`src/rtl/pll_meas_pkg.sv`:
```
// Shared constants and state encoding for the PLL phase meter and the PLL top.
package pll_meas_pkg;

  localparam int CLK_HZ      = 50_000_000;
  localparam int FREQ_MIN_HZ = 50_000;
  // Two periods of the slowest legal reference
  localparam int TIMEOUT_DEF = (CLK_HZ / FREQ_MIN_HZ) * 2;
  localparam int CTR_W_DEF   = 16;

  typedef enum logic [1:0] {
    IDLE     = 2'd0,
    ARMED    = 2'd1,
    WAIT_REF = 2'd2
  } meas_state_t;

endpackage

```
`src/rtl/sync_edge.sv`:
```
// Two-stage input conditioning plus edge register; level and single-cycle rise pulse.
// SYNC=1 marks the stages as a metastability synchronizer, SYNC=0 as plain delay matching.
module sync_edge #(
  parameter int SYNC = 1
) (
  input  logic clk_50,
  input  logic rst,
  input  logic d,
  output logic level,
  output logic rise
);

  logic cur;
  logic prev_q;

  generate
    if (SYNC != 0) begin : g_meta
      logic [1:0] meta_q;
      always_ff @(posedge clk_50 or posedge rst) begin
        if (rst) meta_q <= '0;
        else     meta_q <= {meta_q[0], d};
      end
      assign cur = meta_q[1];
    end else begin : g_plain
      logic dly1_q;
      logic dly2_q;
      always_ff @(posedge clk_50 or posedge rst) begin
        if (rst) begin
          dly1_q <= 1'b0;
          dly2_q <= 1'b0;
        end else begin
          dly1_q <= d;
          dly2_q <= dly1_q;
        end
      end
      assign cur = dly2_q;
    end
  endgenerate

  always_ff @(posedge clk_50 or posedge rst) begin
    if (rst) prev_q <= 1'b0;
    else     prev_q <= cur;
  end

  assign level = cur;
  assign rise  = cur & ~prev_q;

endmodule

```
`src/rtl/pll_phase_meter.sv`:
```
// Measures reference period and ref-to-pllout rising-edge delay in clk_50 cycles,
// and derives lock (stable delay) and no-signal (reference timeout) status.
module pll_phase_meter
  import pll_meas_pkg::*;
#(
  parameter int CTR_W      = CTR_W_DEF,
  parameter int TIMEOUT    = TIMEOUT_DEF,
  parameter int LOCK_TOL   = 64,
  parameter int LOCK_COUNT = 8
) (
  input  logic             clk_50,
  input  logic             rst,
  input  logic             ref_u,
  input  logic             pll_in,
  output logic [CTR_W-1:0] period,
  output logic [CTR_W-1:0] delay,
  output logic             meas_valid,
  output logic             locked,
  output logic             nosig
);

  localparam int STK_W = $clog2(LOCK_COUNT + 1);
  localparam logic [CTR_W-1:0] CNT_MAX   = '1;
  localparam logic [CTR_W-1:0] TIMEOUT_C = CTR_W'(TIMEOUT);
  localparam logic [CTR_W:0]   TOL_C     = (CTR_W + 1)'(LOCK_TOL);
  localparam logic [STK_W-1:0] STK_MAX   = STK_W'(LOCK_COUNT);

  logic ref_lvl, ref_rise;
  logic pll_lvl, pll_rise;
  logic unused_lvl;

  sync_edge #(.SYNC(1)) u_ref_sync (
    .clk_50 (clk_50),
    .rst    (rst),
    .d      (ref_u),
    .level  (ref_lvl),
    .rise   (ref_rise)
  );

  sync_edge #(.SYNC(0)) u_pll_dly (
    .clk_50 (clk_50),
    .rst    (rst),
    .d      (pll_in),
    .level  (pll_lvl),
    .rise   (pll_rise)
  );

  assign unused_lvl = ref_lvl ^ pll_lvl;

  meas_state_t      state_q, state_d;
  logic [CTR_W-1:0] cnt_q;
  logic [CTR_W-1:0] dly_lat_q, dly_lat_d;
  logic [CTR_W-1:0] prev_dly_q, prev_dly_d;
  logic [STK_W-1:0] streak_q, streak_d;
  logic             first_q, first_d;
  logic [CTR_W-1:0] period_q, period_d;
  logic [CTR_W-1:0] delay_q, delay_d;
  logic             mv_q, mv_d;
  logic             locked_q, locked_d;
  logic             nosig_q, nosig_d;
  logic [CTR_W:0]   diff_raw, diff_abs;
  logic             stable;

  // Free-running period counter, restarted at each reference rise
  always_ff @(posedge clk_50 or posedge rst) begin
    if (rst)                 cnt_q <= '0;
    else if (ref_rise)       cnt_q <= CTR_W'(1);
    else if (cnt_q != CNT_MAX) cnt_q <= cnt_q + CTR_W'(1);
  end

  assign diff_raw = {1'b0, dly_lat_q} - {1'b0, prev_dly_q};
  assign diff_abs = diff_raw[CTR_W] ? (~diff_raw + (CTR_W + 1)'(1)) : diff_raw;
  assign stable   = (diff_abs <= TOL_C);

  always_comb begin
    state_d    = state_q;
    dly_lat_d  = dly_lat_q;
    prev_dly_d = prev_dly_q;
    streak_d   = streak_q;
    first_d    = first_q;
    period_d   = period_q;
    delay_d    = delay_q;
    mv_d       = 1'b0;
    locked_d   = locked_q;
    nosig_d    = nosig_q;

    case (state_q)
      IDLE: begin
        if (ref_rise) begin
          nosig_d = 1'b0;
          first_d = 1'b1;
          state_d = ARMED;
        end
      end
      ARMED: begin
        if (ref_rise) begin
          // Previous period ended without a pll edge: not a valid measurement
          streak_d = '0;
          locked_d = 1'b0;
          if (pll_rise) begin
            dly_lat_d = '0;
            state_d   = WAIT_REF;
          end
        end else if (pll_rise) begin
          dly_lat_d = cnt_q;
          state_d   = WAIT_REF;
        end else if (cnt_q >= TIMEOUT_C) begin
          nosig_d  = 1'b1;
          locked_d = 1'b0;
          streak_d = '0;
          state_d  = IDLE;
        end
      end
      WAIT_REF: begin
        if (ref_rise) begin
          period_d   = cnt_q;
          delay_d    = dly_lat_q;
          mv_d       = 1'b1;
          prev_dly_d = dly_lat_q;
          if (first_q) begin
            first_d  = 1'b0;
            streak_d = '0;
          end else if (stable) begin
            streak_d = (streak_q == STK_MAX) ? streak_q : streak_q + STK_W'(1);
          end else begin
            streak_d = '0;
          end
          locked_d = (streak_d == STK_MAX);
          if (pll_rise) begin
            dly_lat_d = '0;
            state_d   = WAIT_REF;
          end else begin
            state_d   = ARMED;
          end
        end else if (cnt_q >= TIMEOUT_C) begin
          nosig_d  = 1'b1;
          locked_d = 1'b0;
          streak_d = '0;
          state_d  = IDLE;
        end
      end
      default: state_d = IDLE;
    endcase
  end

  always_ff @(posedge clk_50 or posedge rst) begin
    if (rst) begin
      state_q    <= IDLE;
      dly_lat_q  <= '0;
      prev_dly_q <= '0;
      streak_q   <= '0;
      first_q    <= 1'b1;
      period_q   <= '0;
      delay_q    <= '0;
      mv_q       <= 1'b0;
      locked_q   <= 1'b0;
      nosig_q    <= 1'b1;
    end else begin
      state_q    <= state_d;
      dly_lat_q  <= dly_lat_d;
      prev_dly_q <= prev_dly_d;
      streak_q   <= streak_d;
      first_q    <= first_d;
      period_q   <= period_d;
      delay_q    <= delay_d;
      mv_q       <= mv_d;
      locked_q   <= locked_d;
      nosig_q    <= nosig_d;
    end
  end

  assign period     = period_q;
  assign delay      = delay_q;
  assign meas_valid = mv_q;
  assign locked     = locked_q;
  assign nosig      = nosig_q;

endmodule

```
`config.mk`:
```
export PLATFORM = sky130hd
export DESIGN_NAME = pll_phase_meter
export DESIGN_NICKNAME = d
export VERILOG_FILES = /design/src/rtl/pll_meas_pkg.sv /design/src/rtl/sync_edge.sv /design/src/rtl/pll_phase_meter.sv
export SDC_FILE = /design/constraint.sdc
export NUM_CORES = 1
export LEC_CHECK = 0
export ABC_AREA = 1
export BUFFER_PORTS_ARGS = -buffer_cell sky130_fd_sc_hd__buf_2
export CAP_MARGIN = 40
export CORE_AREA = 3 3 111 113
export CTS_BUF_LIST = sky130_fd_sc_hd__clkbuf_4 sky130_fd_sc_hd__clkbuf_8 sky130_fd_sc_hd__clkbuf_16
export DETAILED_ROUTE_END_ITERATION = 10
export DIE_AREA = 0 0 114 116
export PLACE_DENSITY = 0.66
export SYNTH_ARGS = -nofsm -noshare
export SYNTH_HDL_FRONTEND = slang
export SYNTH_HIERARCHICAL = 1
export SYNTH_SLANG_ARGS = --single-unit
```
`constraint.sdc`:
```
create_clock -name clk_50 -period 3.11 [get_ports clk_50]
set_input_delay 0.311 -clock clk_50 [delete_from_list [all_inputs] [get_ports clk_50]]
set_output_delay 0.311 -clock clk_50 [all_outputs]
set_load 0.02 [all_outputs]
```
# == After elaboration in Yosys (flattened, before gate mapping) ==
# Cells that the tools add are included.
# totals
register_bits,80
# classes
addsub,4
n_reduce_logical,11
n_mux,41
magnitude_cmp,2
bitwise,5
n_eq_ne,13
# op_table
operator,n
$mux W16,6
$mux W4,9
$pmux W16 S2,1
$add A17 B1 Y17 const B,1
$le A17 B7 Y1 const B,1
$mux W17,1
$not A17 Y17,1
$sub A16 B16 Y17,1
$add A16 B1 Y16 const B,1
$ge A16 B11 Y1 const B,1
$ne A16 B16 Y1 const B,1
$mux W2,7
$mux W1,12
$ne A2 B2 Y1 const B,5
$ne A3 B3 Y1 const B,3
$eq A4 B4 Y1 const B,2
$pmux W4 S2,1
$pmux W2 S3,1
$reduce_and A2 Y1,3
$reduce_and A3 Y1,2
$reduce_bool A2 Y1,3
$reduce_and A5 Y1,1
$add A4 B1 Y4 const B,1
$pmux W1 S2,2
other kinds (7),9

# == Logic depth before layout (Yosys ltp) ==
# Gate-level depths: netlist of the first run.
# depth
depth_word,12
mapped_depth,22
mapped_depth_nobuf,22

# == Modules after synthesis ==
# Netlist of the first run, hierarchy kept.
# modules_own_cells
mod,instances,cells_per_inst,seq_area_each_um2,area_per_inst_um2
pll_phase_meter,1,709,1854.3,4902.2
sync_edge,2,6,75.1,88.8

# == Least setup slack after synthesis of the first run ==
# Ideal clock, no wire load.
# synth_path
path_type,register to register
startpoint,reg delay[0] (netlist name)
endpoint,"reg locked_q, in the netlist locked"
path_stages_with_launch,19
path_buffers,0
arrival_ns,2.574
setup_slack_ns,0.470
setup_time_ns,0.066
cell_sequence,dfrtp_1 > ha_1 > fa_1 > inv_1 > nand2_1 > nand2_1 > nand3_1 > nand2_1 > nand2_1 > nand2_1 > nand3_1 > o21ai_1 > xor2_1 > nand2_1 > nor2_1 > nand3_1 > nor2_2 > nand4_1 > nand2_1
# synth_lines
element,line,source
"end signal, assigned",pll_phase_meter.sv:167,locked_q <= locked_d;
"end, declared",pll_phase_meter.sv:59,"logic locked_q, locked_d;"

==> results of run 1 <==
==> sequential cells by signal, summed over array words and instances, names as in the netlist, 2 cells and up <==
name,count
delay,16
cnt_q,16
period,16
streak_q,4
u_ref_sync/g_meta.meta_q,2
state_q,2
dly_lat_q,16
==> synth_stat cells <==
library cell	n	area [um2]
o22ai_1	3	18.8
nand3b_1	1	7.51
nand2_1	205	769
a21oi_1	31	155
a21oi_2	1	8.76
a31o_2	1	8.76
a31oi_1	3	18.8
inv_1	126	473
o31ai_1	1	7.51
inv_2	2	7.51
dfrtp_1	78	1950
o21ai_1	1	5.00
nand2_2	6	37.5
ha_1	24	300
nand4_1	13	81.3
o21bai_1	1	7.51
buf_6	1	11.3
dfstp_2	2	52.6
and2_1	1	6.26
nand3_2	2	20.0
o21ai_0	51	255
nand3_1	58	290
or2_2	2	12.5
a221oi_1	1	8.76
clkbuf_1	12	45.0
nor2_2	6	37.5
xor2_1	3	26.3
o32ai_1	15	131
nor2_1	46	173
fa_1	1	20.0
buf_4	1	7.51
a211oi_1	2	15.0
nor3_1	13	65.1
o211ai_1	1	7.51
a22oi_1	1	7.51
clkinv_1	1	3.75
nor4_1	4	25.0
==> what timing repair did <==
action | in CTS | in global routing
hold endpoints to repair | 14 | 0
endpoints found under the setup margin | 0 | 5
gates resized for setup | 0 | 14
hold buffers | 1 | 0
==> worst max-delay path by stage <==
stage | slack (ps) | endpoint | cells after the start | start
finish | 230 | locked$_DFFE_PP0P_ | 19 | delay[0]$_DFFE_PP0P_
floorplan | 470 | locked$_DFFE_PP0P_ | 18 | delay[0]$_DFFE_PP0P_
detailed placement | 200 | locked$_DFFE_PP0P_ | 18 | delay[0]$_DFFE_PP0P_
global route | 3 | streak_q[2]$_DFFE_PP0P_ | 19 | delay[0]$_DFFE_PP0P_
CTS | 180 | locked$_DFFE_PP0P_ | 18 | delay[0]$_DFFE_PP0P_
global placement | 280 | locked$_DFFE_PP0P_ | 19 | delay[0]$_DFFE_PP0P_
==> cell usage in the layout (no fill, tap or decap), types with 13 or more instances in the layout <==
master,Yosys,layout
nor2_1,46,42
o32ai_1,15,15
ha_1,24,24
nand3_1,58,56
dfrtp_1,78,78
nand4_1,13,13
inv_1,126,124
nor3_1,13,13
o21ai_0,51,51
a21oi_1,31,31
nand2_1,205,201
buf_2,0,38
==> report_power, final <==
group,total (W),internal [W],switching (W)
Sequential,0.00124,0.00116,0.0000798
Combinational,0.00370,0.00119,0.00251
Clock,0.00129,0.000868,0.000419
==> cell type report <==
class | instances | area share
well taps | 143 | 0.0304
repair buffers | 48 | 0.0476
flip-flops and latches | 80 | 0.340
clock buffers | 9 | 0.0382
inverters | 129 | 0.0822
multi-input cells | 498 | 0.437
clock inverters | 7 | 0.0242
==> stage by stage <==
stage	cell area (um2)	cells	total power (W)	hold slack (ps)
floorplan	5080	721	0.00403	64.6
global placement	5440	895	0.00469	203
detailed placement	5470	897	0.00475	212
CTS	5850	914	0.00606	74.1
global route	5890	914	0.00680	73.8
finish	5890	914	0.00623	83.2
==> layer usage <==
| layer | GRT usage | up-vias |
|---|---|---|
| li1 | - | 2423 |
| met1 | 0.255 | 2248 |
| met2 | 0.338 | 134 |
| met3 | 0.0282 | 29 |
| met4 | 0.0689 | 0 |
| met5 | 0 | - |
==> worst max-delay path: cells and delay by family (launching register included) <==
kind | cells | cell delay (ps)
fa+ha+maj | 2 | 630
simple gates | 16 | 1680
buf+inv | 1 | 100
flops | 1 | 400
==> cell families (layout without fill, tap and decap cells) <==
logic type | after synthesis | count (layout) | synth area share
flops | 80 | 80 | 0.395
fa+ha+maj | 25 | 25 | 0.0631
buf+inv | 143 | 193 | 0.108
compound gates | 113 | 113 | 0.129
simple gates | 357 | 357 | 0.300
xor+xnor | 3 | 3 | 0.00517
==> results.ini, run 1 <==
[hold_path]
hp-start=pll_in
hold_depth=1
hp-class=primary input to flip-flop
hold_end=u_pll_dly/g_plain.dly1_q$_DFF_PP0_

[detailed_routing]
wl_met3_um=414
via_per_inst=5.29
drt_iter0_drc=303
wl_per_cell_um=13.6
postRouteAntennaNets=0
first_pass_iters=5
met1Wirelength_mm=5.69
top_layer=met4
vias=4834
routed-wl-met2_mm=6.08
drc=0
drt-total-wl_mm=12.5

[logic_synthesis]
synthCells=721
syn-num-nets=750
synth-seq-cells=80
seq_area_frac_synth=0.395
syn_area_mm2=0.00508
post_synth.cell_area_avg_um2=7.05
synth.distinct_cells=37
yosysWarnings=6

[die]
rows=39
core_area_mm2=0.0114
top_level_ports=39
die_w_um=114
die_h_um=116
die_area_mm2=0.0132
start_util=0.445

[critical_path]
reg2reg_to=locked$_DFFE_PP0P_
reg2regPathDepth=19
cp.arrival_ps=3150
reg2reg_from=delay[0]$_DFFE_PP0P_
crit_top_cell=nand2_1
start_kind=flip-flop
path_class=flip-flop to flip-flop
worst_path_largest_cell_delay_ps=400
crit_fanout=5
path_cells=ha_1, fa_1, inv_2, nand3_1, nand3_1, nand3_1, nor2_2, nand2_1, nor2_2, nand4_1, nand2_2, nand2_1, nand2_1, nand2_1, nor2_1, nand3_1, nor2_4, nand4_1, nand2_1
crit_slowest_cell=dfrtp_1
end_kind=flip-flop
worstPathRequired_ps=3380
reg2reg_slack_ps=230

[sta]
setup_viol=0
slew_viol_final=0
period_needed_ps=2880
rsz0062_at_grt=false
finClkSkew_ps=9.14
fin_tns_setup_ps=0
max_freq_ghz=0.348
slew_headroom=0.510
timing.final.hold_violations=0
tightest_slew_ps=728
period_share=0.925
setup_slack_ps=234

[global_routing]
antenna_found_initial=0
grt_pass1_wl_mm=21.2
grt_pass1_vias=4649
gr-total-overflow=0
grt_use_total=0.197
grt_max_degree=48

[power]
powerDensity_mw_per_mm2=1060
p_leak_nw=3.15
peakVddDrop_uv=457

[placement]
dp_hpwl_mm=9.62
dp_slack_ps=204
place_congestion=0.885
port_buffers=38

[job]
cap_violations=0

[layout]
synthToLayoutAreaGrowth_pct=16.0
final_util=0.516
fin_nets=795
fillers=1155
antenna_cells=0
layout-drive-gt1-share=0.128
multi_input_area_mm2=0.00258
regArea_mm2=0.00200

[cts]
numCtsBuffers=9
tritoncts=yes
clock_path_buffers=2
clock-sinks=80
post-cts-setup-buffers=0
h-tree-depth=3
clk_latency_ps=330
cts.clk_slew.worst_paths_ps=60
cts_root_buffer=clkbuf_16

[outcome]
status=finished clean

(Power assumes the default switching activity.)
==> inputs of run 2 (changes only) <==
--- a/config.mk
+++ b/config.mk
@@ -9,8 +9,8 @@
 export BUFFER_PORTS_ARGS = -buffer_cell sky130_fd_sc_hd__buf_2
 export CAP_MARGIN = 40
-export CORE_AREA = 3 3 111 113
+export CORE_AREA = 8 8 116 118
 export CTS_BUF_LIST = sky130_fd_sc_hd__clkbuf_4 sky130_fd_sc_hd__clkbuf_8 sky130_fd_sc_hd__clkbuf_16
 export DETAILED_ROUTE_END_ITERATION = 10
-export DIE_AREA = 0 0 114 116
+export DIE_AREA = 0 0 124 126
 export PLACE_DENSITY = 0.66
 export SYNTH_ARGS = -nofsm -noshare
==> constraint.sdc (replaced) <==
create_clock -name clk_50 -period 3.11 [get_ports clk_50]
set_input_delay 0.1555 -clock clk_50 [delete_from_list [all_inputs] [get_ports clk_50]]
set_output_delay 0.1555 -clock clk_50 [all_outputs]
set_load 0.02 [all_outputs]
==> results.ini, run 2 (synthesis gave the netlist of run 1 again) <==
[die]
start_util=0.434  ; -0.0111
die_h_um=126  ; +8.6%
core_area_mm2=0.0117  ; +2.6%
die_area_mm2=0.0156  ; +18%
rows=40  ; +2.6%
die_w_um=124  ; +8.8%
top_level_ports=39  ; unchanged

[cts]
clk_latency_ps=330  ; about the same
numCtsBuffers=9  ; unchanged
cts.clk_slew.worst_paths_ps=60  ; about the same
cts_root_buffer=clkbuf_16
tritoncts=yes
clock_path_buffers=2  ; unchanged
h-tree-depth=3  ; unchanged
clock-sinks=80  ; unchanged

[placement]
dp_slack_ps=217  ; +12.5 ps
place_congestion=0.898  ; +1.5%
port_buffers=38  ; unchanged
dp_hpwl_mm=10.0  ; +4.0%

[sta]
whs_ps=256  ; +173 ps
tightest_slew_ps=786  ; +57.9 ps
setup_viol=0  ; unchanged
fin_tns_setup_ps=0  ; unchanged
timing.final.hold_violations=0  ; unchanged
finClkSkew_ps=7.99  ; -1.16 ps
rsz0062_at_grt=false
setup_slack_ps=273  ; +39.2 ps
period_needed_ps=2840  ; -39.2 ps
slew_viol_final=0  ; unchanged
period_share=0.912  ; -0.0126
max_freq_ghz=0.353  ; +1.4%
slew_headroom=0.471  ; -0.0390

[critical_path]
worstPathRequired_ps=3330  ; -50 ps
start_kind=flip-flop
crit_fanout=13  ; +8
cp.arrival_ps=3060  ; -90 ps
end_kind=flip-flop
path_class=flip-flop to flip-flop

[detailed_routing]
first_pass_iters=6  ; +1
postRouteAntennaNets=0  ; unchanged
drt-total-wl_mm=12.8  ; +2.6%
wl_per_cell_um=13.9  ; +2.0%
vias=4841  ; +0.14%
via_per_inst=5.26  ; -0.51%
drc=0  ; unchanged
drt_iter0_drc=321  ; +5.9%

[global_routing]
antenna_found_initial=0  ; unchanged
grt_use_total=0.169  ; -0.0276
grt_pass1_vias=4777  ; +2.8%
grt_max_degree=47  ; -2.1%
busiest_layer=met2
gr-total-overflow=0  ; unchanged
grtUsageMet1=0.205  ; -0.0502
use_met3=0.0286  ; +0.000399
grtUsageMet2=0.289  ; -0.0497
grt_pass1_wl_mm=21.7  ; +2.4%

[power]
p_total_w=0.00605  ; -2.9%
powerDensity_mw_per_mm2=1030  ; -2.2%
p_leak_nw=3.13  ; -0.60%
peakVddDrop_uv=519  ; +13%

[layout]
layout_common_cells=201 x nand2_1, 124 x inv_1, 78 x dfrtp_1
layout-drive-gt1-share=0.127  ; -0.00163
synthToLayoutAreaGrowth_pct=15.2
antenna_cells=0  ; unchanged
final_common_cell=nand2_1
fin_nets=798  ; +0.38%

[job]
cap_violations=0  ; unchanged

[hold_path]
hp-class=primary input to async pin

[outcome]
status=finished clean

-- run 2: per-layer routing --
layer / vias up / wire [um]
met5: - / 0
met4: 0 / 306
met3: 27 / 489
met2: 123 / 6350
met1: 2257 / 5650
li1: 2434 / -
-- run 2: critical path, cell delays in order (launching register included) --
cell     delay (ps)
dfrtp_1         410
inv_1            60
ha_1            370
nand2_1         100
nand2_1          80
a21oi_2         220
nor3_1           70
nor2_1          170
nand2_2         150
inv_2           210
o21ai_0         150
o21ai_0         180
a21oi_1          80
a22oi_2         260
nor2_4           80
nand4_1          80
nand2_1          50
-- run 2: worst paths after layout --
path	cells past startpoint	startpoint	endpoint	slack, ps
max in group asynchronous	5	rst	delay[5]$_DFFE_PP0P_	2020
max	16	delay[9]$_DFFE_PP0P_	locked$_DFFE_PP0P_	270
max reg2reg	16	delay[9]$_DFFE_PP0P_	locked$_DFFE_PP0P_	270
min in group clk_50	0	u_ref_sync/g_meta.meta_q[0]$_DFF_PP0_	u_ref_sync/g_meta.meta_q[1]$_DFF_PP0_	360
min	3	rst	u_pll_dly/g_plain.dly1_q$_DFF_PP0_	260
min reg2reg	0	u_ref_sync/g_meta.meta_q[0]$_DFF_PP0_	u_ref_sync/g_meta.meta_q[1]$_DFF_PP0_	360
-- run 2: repair_timing --
item,4_1_cts,5_1_grt
hold buffers,3,0
setup endpoints to repair,0,5
endpoints found under the hold margin,19,0
setup buffers,0,1
resized for setup,0,12
-- run 2: final cells by class --
cell class	instances	area [um2]
Fill cell	1193	5860
Multi-Input combinational cell	498	2570
Sequential cell	80	2000
Inverter	129	484
Timing Repair Buffer	51	308
Clock buffer	12	260
Tap cell	147	184
Clock inverter	3	42.5
-- run 2: per-stage QoR --
step / util / cells / cell area (um2)
floorplan: - / 721 / 5080
global placement: 0.465 / 899 / 5450
detailed placement: 0.467 / 901 / 5470
CTS: 0.496 / 919 / 5810
global route: 0.500 / 920 / 5850
finish: 0.500 / 920 / 5850
-- run 2: report_power, final --
part	internal, W	switching [W]	leakage, nW
sequential	0.00116	0.0000815	1.08
clock	0.000668	0.000397	0.148
combinational	0.00120	0.00253	1.91
